<file path="src/rtl/pc_sequencer_if.sv">
// Control bundle between the picoMIPS instruction decode side and the PC/register-file side.
// The sequencer binds to the slave modport; the surrounding datapath (or a bench) uses master.
interface pc_sequencer_if #(
    parameter int unsigned Osize = 4,
    parameter int unsigned Fsize = 3
);
    logic [Osize-1:0] opcode;
    logic             Zalu;
    logic             ext_valid;
    logic             PCincr;
    logic             PCabsbranch;
    logic             PCrelbranch;
    logic             w;
    logic             imm;
    logic [Fsize-1:0] ALUfunc;
    logic             ext_ack;
    logic             halted;

    modport master (
        output opcode, Zalu, ext_valid,
        input  PCincr, PCabsbranch, PCrelbranch, w, imm, ALUfunc, ext_ack, halted
    );

    modport slave (
        input  opcode, Zalu, ext_valid,
        output PCincr, PCabsbranch, PCrelbranch, w, imm, ALUfunc, ext_ack, halted
    );
endinterface

</file>
<file path="src/rtl/pc_sequencer.sv">
// Multi-cycle control sequencer for picoMIPS: drives PC increment/branch controls from the
// current opcode, stalls for MUL and the external-input handshake, and supports HALT.
module pc_sequencer #(
    parameter int unsigned Osize  = 4,
    parameter int unsigned Fsize  = 3,
    parameter int unsigned MULCYC = 2
) (
    input logic           clk,
    input logic           reset,
    pc_sequencer_if.slave bus
);
    localparam int unsigned CNT_W = 4;

    localparam logic [Osize-1:0] OP_NOP  = Osize'(0);
    localparam logic [Osize-1:0] OP_ADD  = Osize'(1);
    localparam logic [Osize-1:0] OP_ADDI = Osize'(2);
    localparam logic [Osize-1:0] OP_SUB  = Osize'(3);
    localparam logic [Osize-1:0] OP_MUL  = Osize'(4);
    localparam logic [Osize-1:0] OP_BEQ  = Osize'(5);
    localparam logic [Osize-1:0] OP_BNE  = Osize'(6);
    localparam logic [Osize-1:0] OP_J    = Osize'(7);
    localparam logic [Osize-1:0] OP_IN   = Osize'(8);
    localparam logic [Osize-1:0] OP_HALT = Osize'(9);

    localparam logic [Fsize-1:0] FN_NONE = Fsize'(0);
    localparam logic [Fsize-1:0] FN_ADD  = Fsize'(1);
    localparam logic [Fsize-1:0] FN_SUB  = Fsize'(2);
    localparam logic [Fsize-1:0] FN_MUL  = Fsize'(3);
    localparam logic [Fsize-1:0] FN_IN   = Fsize'(4);

    localparam logic [CNT_W-1:0] CNT_LOAD = CNT_W'(MULCYC);
    localparam logic [CNT_W-1:0] CNT_ONE  = CNT_W'(1);

    typedef enum logic [1:0] {
        ST_RUN,
        ST_MULWAIT,
        ST_INWAIT,
        ST_HALT
    } state_t;

    state_t           state_q, state_d;
    logic [CNT_W-1:0] cnt_q, cnt_d;
    logic             zq_q, zq_d;
    logic             armed_q, armed_d;

    logic             accept;
    logic             pc_incr, pc_abs, pc_rel;
    logic             wr, imm_sel, ack;
    logic [Fsize-1:0] func;

    // State, stall counter, registered zero flag and handshake arm flag
    always_ff @(posedge clk or posedge reset) begin
        if (reset) begin
            state_q <= ST_RUN;
            cnt_q   <= '0;
            zq_q    <= 1'b0;
            armed_q <= 1'b1;
        end else begin
            state_q <= state_d;
            cnt_q   <= cnt_d;
            zq_q    <= zq_d;
            armed_q <= armed_d;
        end
    end

    // Next-state and Mealy control decode
    always_comb begin
        state_d = state_q;
        cnt_d   = cnt_q;
        zq_d    = zq_q;
        armed_d = armed_q;
        pc_incr = 1'b0;
        pc_abs  = 1'b0;
        pc_rel  = 1'b0;
        wr      = 1'b0;
        imm_sel = 1'b0;
        ack     = 1'b0;
        func    = FN_NONE;

        // A level held high from an earlier accept must drop before the next one counts
        accept = bus.ext_valid && armed_q;
        if (!bus.ext_valid) begin
            armed_d = 1'b1;
        end

        case (state_q)
            ST_RUN: begin
                case (bus.opcode)
                    OP_NOP: begin
                        pc_incr = 1'b1;
                    end
                    OP_ADD: begin
                        func    = FN_ADD;
                        wr      = 1'b1;
                        pc_incr = 1'b1;
                        zq_d    = bus.Zalu;
                    end
                    OP_ADDI: begin
                        func    = FN_ADD;
                        imm_sel = 1'b1;
                        wr      = 1'b1;
                        pc_incr = 1'b1;
                        zq_d    = bus.Zalu;
                    end
                    OP_SUB: begin
                        func    = FN_SUB;
                        wr      = 1'b1;
                        pc_incr = 1'b1;
                        zq_d    = bus.Zalu;
                    end
                    OP_MUL: begin
                        func    = FN_MUL;
                        cnt_d   = CNT_LOAD;
                        state_d = ST_MULWAIT;
                    end
                    OP_BEQ: begin
                        if (zq_q) pc_rel = 1'b1;
                        else      pc_incr = 1'b1;
                    end
                    OP_BNE: begin
                        if (zq_q) pc_incr = 1'b1;
                        else      pc_rel = 1'b1;
                    end
                    OP_J: begin
                        pc_abs = 1'b1;
                    end
                    OP_IN: begin
                        func = FN_IN;
                        if (accept) begin
                            wr      = 1'b1;
                            ack     = 1'b1;
                            pc_incr = 1'b1;
                            armed_d = 1'b0;
                        end else begin
                            state_d = ST_INWAIT;
                        end
                    end
                    OP_HALT: begin
                        state_d = ST_HALT;
                    end
                    default: begin
                        pc_incr = 1'b1;
                    end
                endcase
            end

            ST_MULWAIT: begin
                func  = FN_MUL;
                cnt_d = cnt_q - CNT_ONE;
                if (cnt_q == CNT_ONE) begin
                    wr      = 1'b1;
                    pc_incr = 1'b1;
                    zq_d    = bus.Zalu;
                    state_d = ST_RUN;
                end
            end

            ST_INWAIT: begin
                func = FN_IN;
                if (accept) begin
                    wr      = 1'b1;
                    ack     = 1'b1;
                    pc_incr = 1'b1;
                    armed_d = 1'b0;
                    state_d = ST_RUN;
                end
            end

            ST_HALT: begin
                state_d = ST_HALT;
            end

            default: begin
                state_d = ST_RUN;
            end
        endcase
    end

    // Reset silences every control immediately, independent of the clock
    assign bus.PCincr      = !reset && pc_incr;
    assign bus.PCabsbranch = !reset && pc_abs;
    assign bus.PCrelbranch = !reset && pc_rel;
    assign bus.w           = !reset && wr;
    assign bus.imm         = !reset && imm_sel;
    assign bus.ext_ack     = !reset && ack;
    assign bus.ALUfunc     = reset ? FN_NONE : func;
    assign bus.halted      = !reset && (state_q == ST_HALT);

endmodule

</file>
<file path="src/flat_wrapper.sv">
// flat-port wrapper written by rule: the top's interface ports become plain ports
module pc_sequencer_flat 
#(
    parameter int unsigned Osize  = 4,
    parameter int unsigned Fsize  = 3,
    parameter int unsigned MULCYC = 2
)
  (clk, reset, bus_opcode, bus_Zalu, bus_ext_valid, bus_PCincr, bus_PCabsbranch, bus_PCrelbranch, bus_w, bus_imm, bus_ALUfunc, bus_ext_ack, bus_halted);
  pc_sequencer_if #(.Osize(Osize), .Fsize(Fsize)) bus_i ();
  input logic clk;
  input logic reset;
  input wire logic [$bits(bus_i.opcode)-1:0] bus_opcode;
  input wire logic [$bits(bus_i.Zalu)-1:0] bus_Zalu;
  input wire logic [$bits(bus_i.ext_valid)-1:0] bus_ext_valid;
  output wire logic [$bits(bus_i.PCincr)-1:0] bus_PCincr;
  output wire logic [$bits(bus_i.PCabsbranch)-1:0] bus_PCabsbranch;
  output wire logic [$bits(bus_i.PCrelbranch)-1:0] bus_PCrelbranch;
  output wire logic [$bits(bus_i.w)-1:0] bus_w;
  output wire logic [$bits(bus_i.imm)-1:0] bus_imm;
  output wire logic [$bits(bus_i.ALUfunc)-1:0] bus_ALUfunc;
  output wire logic [$bits(bus_i.ext_ack)-1:0] bus_ext_ack;
  output wire logic [$bits(bus_i.halted)-1:0] bus_halted;
  assign bus_i.opcode = bus_opcode;
  assign bus_i.Zalu = bus_Zalu;
  assign bus_i.ext_valid = bus_ext_valid;
  assign bus_PCincr = bus_i.PCincr;
  assign bus_PCabsbranch = bus_i.PCabsbranch;
  assign bus_PCrelbranch = bus_i.PCrelbranch;
  assign bus_w = bus_i.w;
  assign bus_imm = bus_i.imm;
  assign bus_ALUfunc = bus_i.ALUfunc;
  assign bus_ext_ack = bus_i.ext_ack;
  assign bus_halted = bus_i.halted;
  pc_sequencer #(.Osize(Osize), .Fsize(Fsize), .MULCYC(MULCYC)) u_core (.clk(clk), .reset(reset), .bus(bus_i));
endmodule
</file>
<file path="config.mk">
export PLATFORM = sky130hd
export DESIGN_NAME = pc_sequencer_flat
export DESIGN_NICKNAME = d
export VERILOG_FILES = /design/src/rtl/pc_sequencer_if.sv /design/src/rtl/pc_sequencer.sv /design/src/flat_wrapper.sv
export SDC_FILE = /design/constraint.sdc
export NUM_CORES = 1
export LEC_CHECK = 0
export BUFFER_PORTS_ARGS = -buffer_cell sky130_fd_sc_hd__buf_2
export CAP_MARGIN = 20
export CORE_MARGIN = 2
export CORE_UTILIZATION = 51
export DETAILED_ROUTE_END_ITERATION = 8
export GPL_TIMING_DRIVEN = 0
export PLACE_DENSITY_LB_ADDON = 0.2
export SLEW_MARGIN = 0
export SYNTH_ARGS = -nofsm -noshare
export SYNTH_HDL_FRONTEND = slang
export SYNTH_SLANG_ARGS = --single-unit
</file>
<file path="constraint.sdc">
create_clock -name clk -period 1.9 [get_ports clk]
set_clock_uncertainty 0.1 [all_clocks]
set_input_delay 0.095 -clock clk [delete_from_list [all_inputs] [get_ports clk]]
set_output_delay 0.095 -clock clk [all_outputs]
set_load 0.01 [all_outputs]
</file>
Word level (Yosys, flattened, before mapping). Cells that the tools add are included.

Mux-type cells: 33. $add $sub $neg: 1. Reductions and logical operators: 17. Multiply operators: 0. Order comparisons: 0. Equal/unequal tests: 19. Bitwise gates (word level): 0. Shifts and indexed selects: 0. Div/mod/pow operators: 0.

Operators with widths (number): $eq A4 B3 Y1 const B (4); $mux W1 (15); $pmux W3 S4 (1); $pmux W1 S2 (5); $pmux W3 S3 (1); $eq A4 B1 Y1 const B (2); $eq A4 B2 Y1 const B (2); $eq A4 B4 Y1 const B (2); $logic_and A1 B1 Y1 (8); $pmux W2 S4 (1); $pmux W4 S2 (1); $mux W2 (3); $pmux W1 S3 (2); $pmux W2 S3 (1); $reduce_or A3 Y1 (2); $eq A2 B2 Y1 const B (2); $mux W4 (1); $ne A2 B1 Y1 const B (2); $ne A2 B2 Y1 const B (2); $ne A4 B4 Y1 const B (1); $pmux W1 S4 (1); $reduce_and A4 Y1 (1); $sub A4 B1 Y4 const B (1); $mux W3 (1); 8 further kinds (8).

Memory bits (writable): 0. Bits in latches: 0. Logic and storage cells: 74. Memories kept: 0. Input port bits: 8. Output and inout bits: 10. Bits in read-only memories: 0. Register bits after elaboration: 8.

Logic depth before layout (Yosys ltp). Gate-level depths: netlist of the first run.

Depth in word-level cells: 5. Mapped depth: 5.

Least setup slack after synthesis of the first run. Ideal clock, no wire load.

Path kind: register to register. From: register u_core.state_q[0]. To: register u_core.zq_q. Stages on the path, launching flop included: 4. Library setup time: 0.125 ns. Slack: 0.301 ns. Arrival: 1.374 ns. Data required time: 1.675 ns. Buffers on the path: 0. Period minus slack after synthesis: 1.599 ns. Path through: dfrtp_1 or4_1 o22a_1 mux2_4.

Cells in the longest elaborated chain, start to end: 3.

Ends and longest elaborated chain: from (decl) (RTL line pc_sequencer.sv:41) `state_t state_q, state_d;`; from (signal assigned) (RTL line pc_sequencer.sv:59) `state_q <= state_d;`; $eq A2 B1 Y1 or $logic_not A2 Y1 (tied branches) (RTL line pc_sequencer.sv:86) `case (state_q)`; $ne A2 B1 Y1 (no source line) (tied with other cells); $reduce_and A3 Y1 (no source line); to (signal assigned) (RTL line pc_sequencer.sv:61) `zq_q <= zq_d;`; to (decl) (RTL line pc_sequencer.sv:43) `logic zq_q, zq_d;`.

Parallel ways exist; a longest one is shown, timed or not. A chain may end at the register's enable or synchronous reset.

Final worst setup path of the first run.
From: register u_core.state_q[0]. To: output bus_w.

Cells in the longest elaborated chain, start to end: 3.

Ends and longest elaborated chain: $eq A2 B2 Y1 (tied with other cells) (RTL line pc_sequencer.sv:86); $pmux W1 S3 (*) (RTL line pc_sequencer.sv:86); $logic_and A1 B1 Y1 (*) (RTL line pc_sequencer.sv:183) `assign bus.w = !reset && wr;`; to (decl) (RTL line flat_wrapper.sv:18) `output wire logic [$bits(bus_i.w)-1:0] bus_w;`.

Every way passes the cells marked *; elsewhere a longest branch is shown, timed or not.

==> summary.txt, run 1 <==
Setup path
  • Flop2flop setup slack: between 100 and 150 ps
  • Worst r2r src: u_core.state_q[0]
  • CP endpoint: bus_w
  • Setup crit end kind: primary output
  • Arr. time, crit path: approximately 1700 ps
  • R2R depth: 4
  • Setup CP Type: flop to primary output
  • Worst Path Max Fanout: 2
  • FF-to-FF End: u_core.zq_q
  • Startpoint Class: flop
  • Req. time, crit path: 1700 ps
  • Worst Setup SP: u_core.state_q[0]

Finish
  • N_diodes: 0
  • Sequential cell area: 201 um^2
  • Layout cell share with drive strength beyond 1: 0.391
  • Final nets: 121
  • Area of the multi-input gates: 478 um^2
  • # fillers: 103
  • Area grow syn2layout: 29.3%
  • Final Cell Area: 921 um^2

Synthesis
  • Number of flops mapped to enable cells by yosys: 0
  • Main combinational cell family by area after synthesis: simple AND/OR/NAND/NOR gates
  • Most area-consuming cells after synthesis: dfrtp_1, a21oi_1, dfstp_2
  • Post-Synth Simple-Gate Area: 0.271
  • Synthesized area: approximately 710 um^2
  • Top cell type's share of synthesized area: 0.246
  • Seq/Total Area, Yosys: 0.283
  • Netlist cell types: 39
  • Area leader, netlist: dfrtp_1
  • Top FF cell, synth: dfrtp_1
  • Flops & latches, synth: 8
  • Mux cell area share after synthesis: 0.0492
  • Post-synthesis xor/xnor area fraction: 0.0246
  • Top cells by count, synth: dfrtp_1, inv_1, nor2_1
  • Post-Synth Adder-Cell Area: 0.0351
  • Syn Nets: 93
  • Mapped Cells: 83
  • Compound-Gate Fraction of Synth Area: 0.255
  • Syn. warnings: 0
  • Async SR Flop Fraction: 1.00
  • Avg Cell Area, Syn: 8.58 um^2

Placed design
  • HPWL after detailed placement: 1.26 mm
  • I/O Buffers: 17
  • Pre-CTS setup slack: between 200 and 250 ps
  • RePlAce Congestion: between 0.8 and 0.9
  • Cell Area, Placed: 816 um^2

Die
  • Vert. Die Dim: 41.4 um
  • Initial Util: 0.547
  • Row cnt: 13
  • Die extent in x: 41.4 um
  • Area of the core: 1300 um^2
  • Ports: 18
  • Die area: 1710 um^2

Timing
  • RSZ-0062 raised after global routing: true
  • Worst-Margin Slew: 447 ps
  • Crit share post-route: 0.974
  • Worst hold margin: 52.9 ps
  • Final worst setup slack: 50.2 ps
  • Setup Viol. Count Final: 0
  • Period minus WS final: 1850 ps
  • Final Hold Viols: 0
  • Slew HR: 0.702
  • Final setup TNS: 0 ps
  • Max Freq: 541 MHz
  • Final slew viol count: 0

Global route
  • Pin count of the biggest net entering global routing: 11
  • Vias in the first global route: 623
  • Initial antenna violation count: 0
  • GRT Util Overall: 0.261
  • Wire length of the first global-routing pass: about 2.8 mm
  • Global route overflow: 0

Clock network
  • Inserted Clock Buffers: 3
  • Number of H-tree levels: 1
  • CTS tree: done
  • CTS Buffer Depth: 2
  • Worst-path clk slew: around 60 ps
  • Worst-skew pair later-pin latency: 270 ps
  • Clock root cell: clkbuf_4
  • Clk sinks: 8

Power
  • Leak: 0.428 nW
  • Power Dens Cells: 1190 nW/um^2
  • Worst vdd ir: 0.000895 V
  • Total power: ~1.1 mW

Routing
  • DR WL/cell: 14.5 um
  • Starting DRC count in detailed routing: 25
  • Drt pass-1 iters: 4
  • Detailed-route wire length: 1.81 mm
  • Avg Vias per Cell: 6.02
  • Drt drc: 0
  • Detail Route Antenna Nets: 0
  • Vias: about 750

Job
  • Max-cap viol count: 0

Worst hold path
  • Worst hold-check path type: primary input to flop

Run status
  • Status: finished, final reports clean
## worst min path at each step
stage	start	depth (start not counted)	to	slack [ps]
floorplan	reset	1	u_core.cnt_q[0]	-190
global placement	reset	2	u_core.zq_q	10
CTS	bus_ext_valid	2	u_core.armed_q	50
finish	bus_ext_valid	2	u_core.armed_q	50
global route	bus_ext_valid	2	u_core.armed_q	50
detailed placement	reset	2	u_core.zq_q	20
## cell families after synthesis
| group | Yosys count |
|---|---|
| AO/OA/AOI/OAI | 24 |
| XOR/XNOR | 2 |
| adder cells (fa/ha/maj) | 2 |
| buffers and inverters | 13 |
| flip-flops | 8 |
| multiplexers | 3 |
| AND/OR/NAND/NOR | 31 |
## critical path: stages (launching register included)
cell	delay, ps
dfrtp_1	380
or4_4	500
o22a_1	220
a21oi_2	150
buf_2	140
## registers in the layout, summed over array words and instances (netlist names)
signal / cells
u_core.zq_q: 1
u_core.armed_q: 1
u_core.state_q: 2
u_core.cnt_q: 4
## what timing repair did
item / CTS / global route
cloned: 0 / 0
pin swaps: 1 / 3
endpoints found under the setup margin: 1 / 3
endpoints found under the hold margin: 8 / 0
hold buffers: 2 / 0
gates resized for setup: 1 / 7
buffers inserted: 1 / 3
## through the flow
stage | std cells | util
2_1_floorplan | 83 | -
3_3_place_gp | 115 | 0.627
3_5_place_dp | 115 | 0.627
4_1_cts | 122 | 0.669
5_1_grt | 125 | 0.708
6_report | 125 | 0.708
## cells in the final DEF, fill, tap and decap left out, types with 2 or more instances in the layout
cell and count:
clkbuf_1 2, nor2b_1 2, mux2i_1 2, nand2_1 4, inv_1 6, o21ai_0 2
nor2_1 7, clkbuf_2 2, buf_4 4, nor3_1 4, or3b_2 3, nand3b_1 3
dlygate4sd3_1 2, dfrtp_1 7, a211oi_1 3, a21oi_1 5, a21oi_2 2, xnor2_1 2
clkbuf_4 3, buf_2 19, o22a_1 2
## power breakdown
| group | internal [mW] | switching, mW | total, mW | leakage [nW] |
|---|---|---|---|---|
| Sequential | 0.245 | 0.0690 | 0.314 | 0.0951 |
| Combinational | 0.321 | 0.312 | 0.634 | 0.318 |
| Clock | 0.0808 | 0.0660 | 0.147 | 0.0150 |
| Total | 0.647 | 0.447 | 1.09 | 0.428 |
## per-layer routing
metal | global-route usage | share of wire
met1 | 0.338 | 0.43
met2 | 0.375 | 0.47
met3 | 0.106 | 0.082
met4 | 0.121 | 0.014
met5 | 0 | 0
## final cells by class
| cell class | count | share of cell area |
|---|---|---|
| plain buffers | 6 | 0.0380 |
| clock buffers | 4 | 0.0285 |
| inverters | 7 | 0.0285 |
| multi-input cells | 62 | 0.519 |
| flip-flops and latches | 8 | 0.219 |
| well taps | 15 | 0.0204 |
| repair buffers | 23 | 0.147 |
Note: power is estimated with default switching activity, not from simulation.
==> inputs of run 2 (changes only) <==
--- a/config.mk
+++ b/config.mk
@@ -7,8 +7,10 @@
 export LEC_CHECK = 0
 export BUFFER_PORTS_ARGS = -buffer_cell sky130_fd_sc_hd__buf_2
 export CAP_MARGIN = 20
+export CELL_PAD_IN_SITES_DETAIL_PLACEMENT = 0
+export CELL_PAD_IN_SITES_GLOBAL_PLACEMENT = 1
 export CORE_MARGIN = 2
-export CORE_UTILIZATION = 51
+export CORE_UTILIZATION = 37
 export DETAILED_ROUTE_END_ITERATION = 8
 export GPL_TIMING_DRIVEN = 0
 export PLACE_DENSITY_LB_ADDON = 0.2
==> run 2 against run 1 <==
Effect of this change:
- cell area shrank 2.9%
- register-to-register slack gained 90 ps
- worst hold slack gained 11 ps
- clock-buffer cell count is the same
- wire length shrank 3.9%
- worst setup slack lost 3.0 ps
- sequential share of layout area grew 0.64 points
- maximum frequency shrank 0.16%
- non-clock buffer count shrank 2
==> summary.txt, run 2 (synthesis results as in run 1) <==
Die
  • Die area: 2290 um^2
  • Die extent in x: 47.9 um
  • Initial Util: 0.404
  • Vert. Die Dim: 47.9 um
  • Row cnt: 15
  • Area of the core: around 1800 um^2
  • Ports: 18

Timing
  • Final Hold Viols: 0
  • Worst-Margin Slew: roughly 450 ps
  • Final setup TNS: 0 ps
  • Final worst setup slack: between 40 and 50 ps
  • RSZ-0062 raised after global routing: true
  • Max Freq: roughly 540 MHz
  • Final slew viol count: 0
  • Slew HR: 0.702
  • Period minus WS final: 1850 ps
  • Setup Viol. Count Final: 0
  • Crit share post-route: 0.975

Finish
  • Top Registers: u_core.cnt_q (4), u_core.state_q (2)
  • Final nets: around 120
  • N_diodes: 0
  • Most frequent cells in the layout: buf_2, nor2_1, dfrtp_1
  • Max reg flops: 4
  • Area grow syn2layout: 25.7%
  • Reg with most FFs: u_core.cnt_q
  • Layout cell share with drive strength beyond 1: 0.343
  • Post-layout util: 0.507
  • Commonest non-fill, non-tap cell in the layout: buf_2

Setup path
  • Worst Path Max Fanout: 2
  • Setup crit end kind: primary output
  • Startpoint Class: flop
  • R2R depth: 3
  • FF-to-FF End: u_core.zq_q
  • Setup CP Type: flop to primary output
  • Worst r2r src: u_core.state_q[1]
  • Flop2flop setup slack: 230 ps
  • Arr. time, crit path: 1660 ps
  • Req. time, crit path: 1700 ps

Power
  • Switching Fraction: 0.409
  • Leak: between 0.4 and 0.5 nW
  • Power Dens Cells: about 1100 nW/um^2
  • Clock share of power: 0.143
  • Worst vdd ir: 0.000788 V
  • Comb power frac: 0.543
  • Sw power: slightly above 0.4 mW
  • Internal Power: 0.593 mW
  • Total power: 1.00 mW
  • Reg power frac: 0.313

Worst hold path
  • Worst hold path cell count: 2
  • Hold Path End: u_core.armed_q
  • HP Start: bus_ext_valid
  • Worst hold-check path type: primary input to flop

Clock network
  • Inserted Clock Buffers: 3
  • Worst-skew pair later-pin latency: 260 ps
  • Number of H-tree levels: 1
  • CTS Buffer Depth: 2
  • CTS tree: done
  • Clock root cell: clkbuf_4
  • Clk sinks: 8
  • Worst-path clk slew: 70 ps

Placed design
  • I/O Buffers: 17
  • Pre-CTS setup slack: 217 ps
  • HPWL after detailed placement: about 1.3 mm
  • RePlAce Congestion: 0.741

Routing
  • Detail Route Antenna Nets: 0
  • DR WL/cell: about 13 um
  • Detailed-route wire length: ~1.7 mm
  • Avg Vias per Cell: 5.28
  • Drt pass-1 iters: 4
  • Drt drc: 0
  • Vias: between 700 and 800
  • Starting DRC count in detailed routing: 4

Global route
  • Pin count of the biggest net entering global routing: 11
  • Wire length of the first global-routing pass: 2.89 mm
  • GRT Util Overall: 0.183
  • Global route overflow: 0
  • Vias in the first global route: just over 600
  • Initial antenna violation count: 0

Run status
  • Status: finished, final reports clean

Job
  • Max-cap viol count: 0
run 2: changes by cell type in the layout (fill, tap and decap cells not counted):
cell       previous run  this run
nand4bb_1             0         1
buf_4                 4         2
ha_1                  1         2
ha_2                  1         0
or4_4                 1         0
clkbuf_2              2         1
clkbuf_1              2         3
or4_1                 0         1
nand4bb_4             1         0
run 2: layout make-up:
class	instances	area, um^2
inverters	7	26.3
multi-input cells	62	455
repair buffers	21	120
clock buffers	4	26.3
plain buffers	6	33.8
well taps	25	31.3
fillers	199	870
flip-flops and latches	8	201
run 2: layer usage:
layer | track usage | up-vias | routed length, um
li1 | - | 354 | -
met1 | 0.269 | 330 | 889
met4 | 0.0162 | 0 | 6
met5 | 0 | - | 0
met3 | 0.0679 | 2 | 79
met2 | 0.267 | 16 | 761
run 2: worst max path at each step:
stage / start / endpoint / slack [ps] / cells past startpoint
floorplan: u_core.state_q[0] / u_core.zq_q / 300 / 3
global placement: u_core.state_q[0] / u_core.zq_q / 230 / 3
detailed placement: u_core.state_q[0] / u_core.zq_q / 220 / 3
CTS: u_core.cnt_q[1] / bus_w / 4 / 6
global route: u_core.state_q[1] / bus_w / -20 / 4
finish: u_core.state_q[1] / bus_w / 50 / 4
run 2: worst max-delay path: stages, from the launching register on:
cell and delay [ps]:
dfrtp_1 370, or4_1 530, o22a_1 230, a21oi_2 130
buf_2 140
run 2: what timing repair did:
| action | CTS | global route |
|---|---|---|
| buffers inserted | 1 | 1 |
| resized for setup | 0 | 4 |
| endpoints found under the setup margin | 1 | 4 |
| endpoints found under the hold margin | 8 | 0 |
| hold buffers | 2 | 0 |
| pin swaps | 1 | 0 |
run 2: stage by stage:
step | hold slack, ps | instances | cell area [um^2]
after global routing | 50.6 | 133 | 895
final | 64.3 | 133 | 895
after CTS | 60.6 | 132 | 882
after floorplan | -190 | 83 | 712
after global placement | 21.3 | 125 | 828
after detailed placement | 33.1 | 125 | 828
run 2: power groups by stage:
stage | clock (mW) | combinational [mW] | sequential (mW)
finish | 0.144 | 0.545 | 0.315
global route | 0.160 | 0.601 | 0.326
CTS | 0.147 | 0.537 | 0.313
detailed placement | 0 | 0.509 | 0.324
global placement | 0 | 0.501 | 0.320
floorplan | 0 | 0.401 | 0.300
==> inputs of run 3 (changes only) <==
--- a/config.mk
+++ b/config.mk
@@ -14,6 +14,7 @@
 export DETAILED_ROUTE_END_ITERATION = 8
 export GPL_TIMING_DRIVEN = 0
 export PLACE_DENSITY_LB_ADDON = 0.2
+export RECOVER_POWER = 50
 export SLEW_MARGIN = 0
 export SYNTH_ARGS = -nofsm -noshare
 export SYNTH_HDL_FRONTEND = slang
==> run 3 against run 2 <==
Effect of this change:
- clock power about the same
- sequential cell count stayed put
- die area stayed put
- critical path depth did not move
- cell area fell by 0.42%
- wire length down 0.23%
- core utilization shrank 0.21 points
- critical endpoint unchanged
==> summary.txt, run 3 (synthesis results as in run 1) <==
Setup path
  • Worst Path Max Fanout: 2
  • CP max-delay cell: or4_1
  • Worst path cell trace: or4_1, o22a_1, a21oi_2, buf_2
  • Startpoint Class: flop
  • Crit-path max cell delay: 520 ps
  • Setup crit end kind: primary output
  • Setup CP Type: flop to primary output
  • Req. time, crit path: approximately 1700 ps
  • Arr. time, crit path: 1650 ps
  • Flop2flop setup slack: 240 ps

Run status
  • Status: finished, final reports clean

Die
  • Row cnt: 15
  • Vert. Die Dim: around 48 um
  • Area of the core: 1760 um^2
  • Die extent in x: about 48 um
  • Ports: 18
  • Initial Util: 0.404
  • Die area: between 2000 and 2500 um^2

Timing
  • Setup Viol. Count Final: 0
  • Final Hold Viols: 0
  • Worst hold margin: ~65 ps
  • Final worst setup slack: between 50 and 60 ps
  • Slew HR: 0.703
  • Final slew viol count: 0
  • Period minus WS final: 1850 ps
  • Max Freq: approximately 540 MHz
  • Crit share post-route: 0.974
  • Worst-Margin Slew: 445 ps
  • RSZ-0062 raised after global routing: true

Power
  • Power Dens Cells: 1110 nW/um^2
  • Sw power: 0.407 mW
  • Reg power frac: 0.317
  • Leak: 0.410 nW
  • Clock share of power: 0.142
  • Worst vdd ir: 0.000788 V
  • Switching Fraction: 0.410
  • Comb power frac: 0.540
  • Internal Power: a little under 0.6 mW

Finish
  • Post-layout util: 0.505
  • Max reg flops: 4
  • Top Registers: u_core.cnt_q (4), u_core.state_q (2)
  • Reg with most FFs: u_core.cnt_q
  • Commonest non-fill, non-tap cell in the layout: buf_2
  • Final nets: between 100 and 150
  • N_diodes: 0
  • Most frequent cells in the layout: buf_2, nor2_1, dfrtp_1
  • Area grow syn2layout: 25.1%
  • Layout cell share with drive strength beyond 1: 0.333

Global route
  • Global route overflow: 0
  • Initial antenna violation count: 0
  • Vias in the first global route: 615
  • Wire length of the first global-routing pass: 2.89 mm
  • Pin count of the biggest net entering global routing: 11
  • GRT Util Overall: 0.183

Routing
  • Detail Route Antenna Nets: 0
  • Drt pass-1 iters: 2
  • Vias: 702
  • Starting DRC count in detailed routing: 3
  • Avg Vias per Cell: between 5 and 6
  • DR WL/cell: 13.0 um
  • Detailed-route wire length: 1.73 mm
  • Drt drc: 0

Clock network
  • Worst-path clk slew: about 60 ps
  • Number of H-tree levels: 1
  • CTS tree: done
  • Clock root cell: clkbuf_4
  • CTS Buffer Depth: 2
  • Worst-skew pair later-pin latency: 260 ps
  • Clk sinks: 8
  • Inserted Clock Buffers: 3

Worst hold path
  • Worst hold-check path type: primary input to flop

Job
  • Max-cap viol count: 0

Placed design
  • I/O Buffers: 17
  • RePlAce Congestion: roughly 0.74
  • Pre-CTS setup slack: approximately 220 ps
  • HPWL after detailed placement: between 1 and 1.5 mm
## run 3: cell types whose count changed in the layout (fill, tap and decap cells not counted), sizes merged
| cell | delta |
|---|---|
| buf | -1 |
| clkbuf | +1 |
## run 3: power by group through the flow
stage	registers, mW	clock network, mW	logic, mW
2_1_floorplan	0.300	0	0.401
3_3_place_gp	0.320	0	0.501
3_5_place_dp	0.324	0	0.509
4_1_cts	0.313	0.147	0.537
5_1_grt	0.326	0.160	0.591
6_report	0.314	0.141	0.536
## run 3: final timing paths
path                              startpoint  cells past startpoint              end
max                        u_core.state_q[1]                      4            bus_w
min in group asynchronous              reset                      3  u_core.cnt_q[1]
max in group asynchronous              reset                      3   u_core.armed_q
min                            bus_ext_valid                      2   u_core.armed_q
min reg2reg                  u_core.cnt_q[2]                      1  u_core.cnt_q[2]
max reg2reg                u_core.state_q[1]                      3      u_core.zq_q
## run 3: layout make-up
type	count	area, um^2
plain buffers	6	33.8
clock buffers	4	26.3
fillers	201	873
inverters	7	26.3
multi-input cells	62	455
flip-flops and latches	8	201
well taps	25	31.3
repair buffers	21	116
## run 3: worst max-delay path: cells and delay by family (launching register included)
| family | cells | cell delay [ps] |
|---|---|---|
| and+or+nand+nor | 1 | 520 |
| AOI/OAI and AO/OA | 2 | 360 |
| DFF | 1 | 370 |
| buffers and inverters | 1 | 140 |
## run 3: per-stage QoR
stage          cell area (um^2)  setup TNS [ps]  power [mW]  cells
2_1_floorplan               712               0       0.701     83
3_3_place_gp                828               0       0.821    125
3_5_place_dp                828               0       0.832    125
4_1_cts                     882               0       0.997    132
5_1_grt                     891           -74.6        1.08    133
6_report                    891               0       0.992    133
## run 3: routing by layer
layer	track usage	part of all wire
met1	0.269	0.51
met2	0.267	0.44
met3	0.0679	0.050
met4	0.0162	0.0035
met5	0	0
## run 3: timing repair
action | CTS | global route
gates resized for setup | 0 | 4
endpoints found under the setup margin | 1 | 4
setup buffers | 1 | 1
hold buffers | 2 | 0
hold endpoints to repair | 8 | 0
pin swaps | 1 | 0
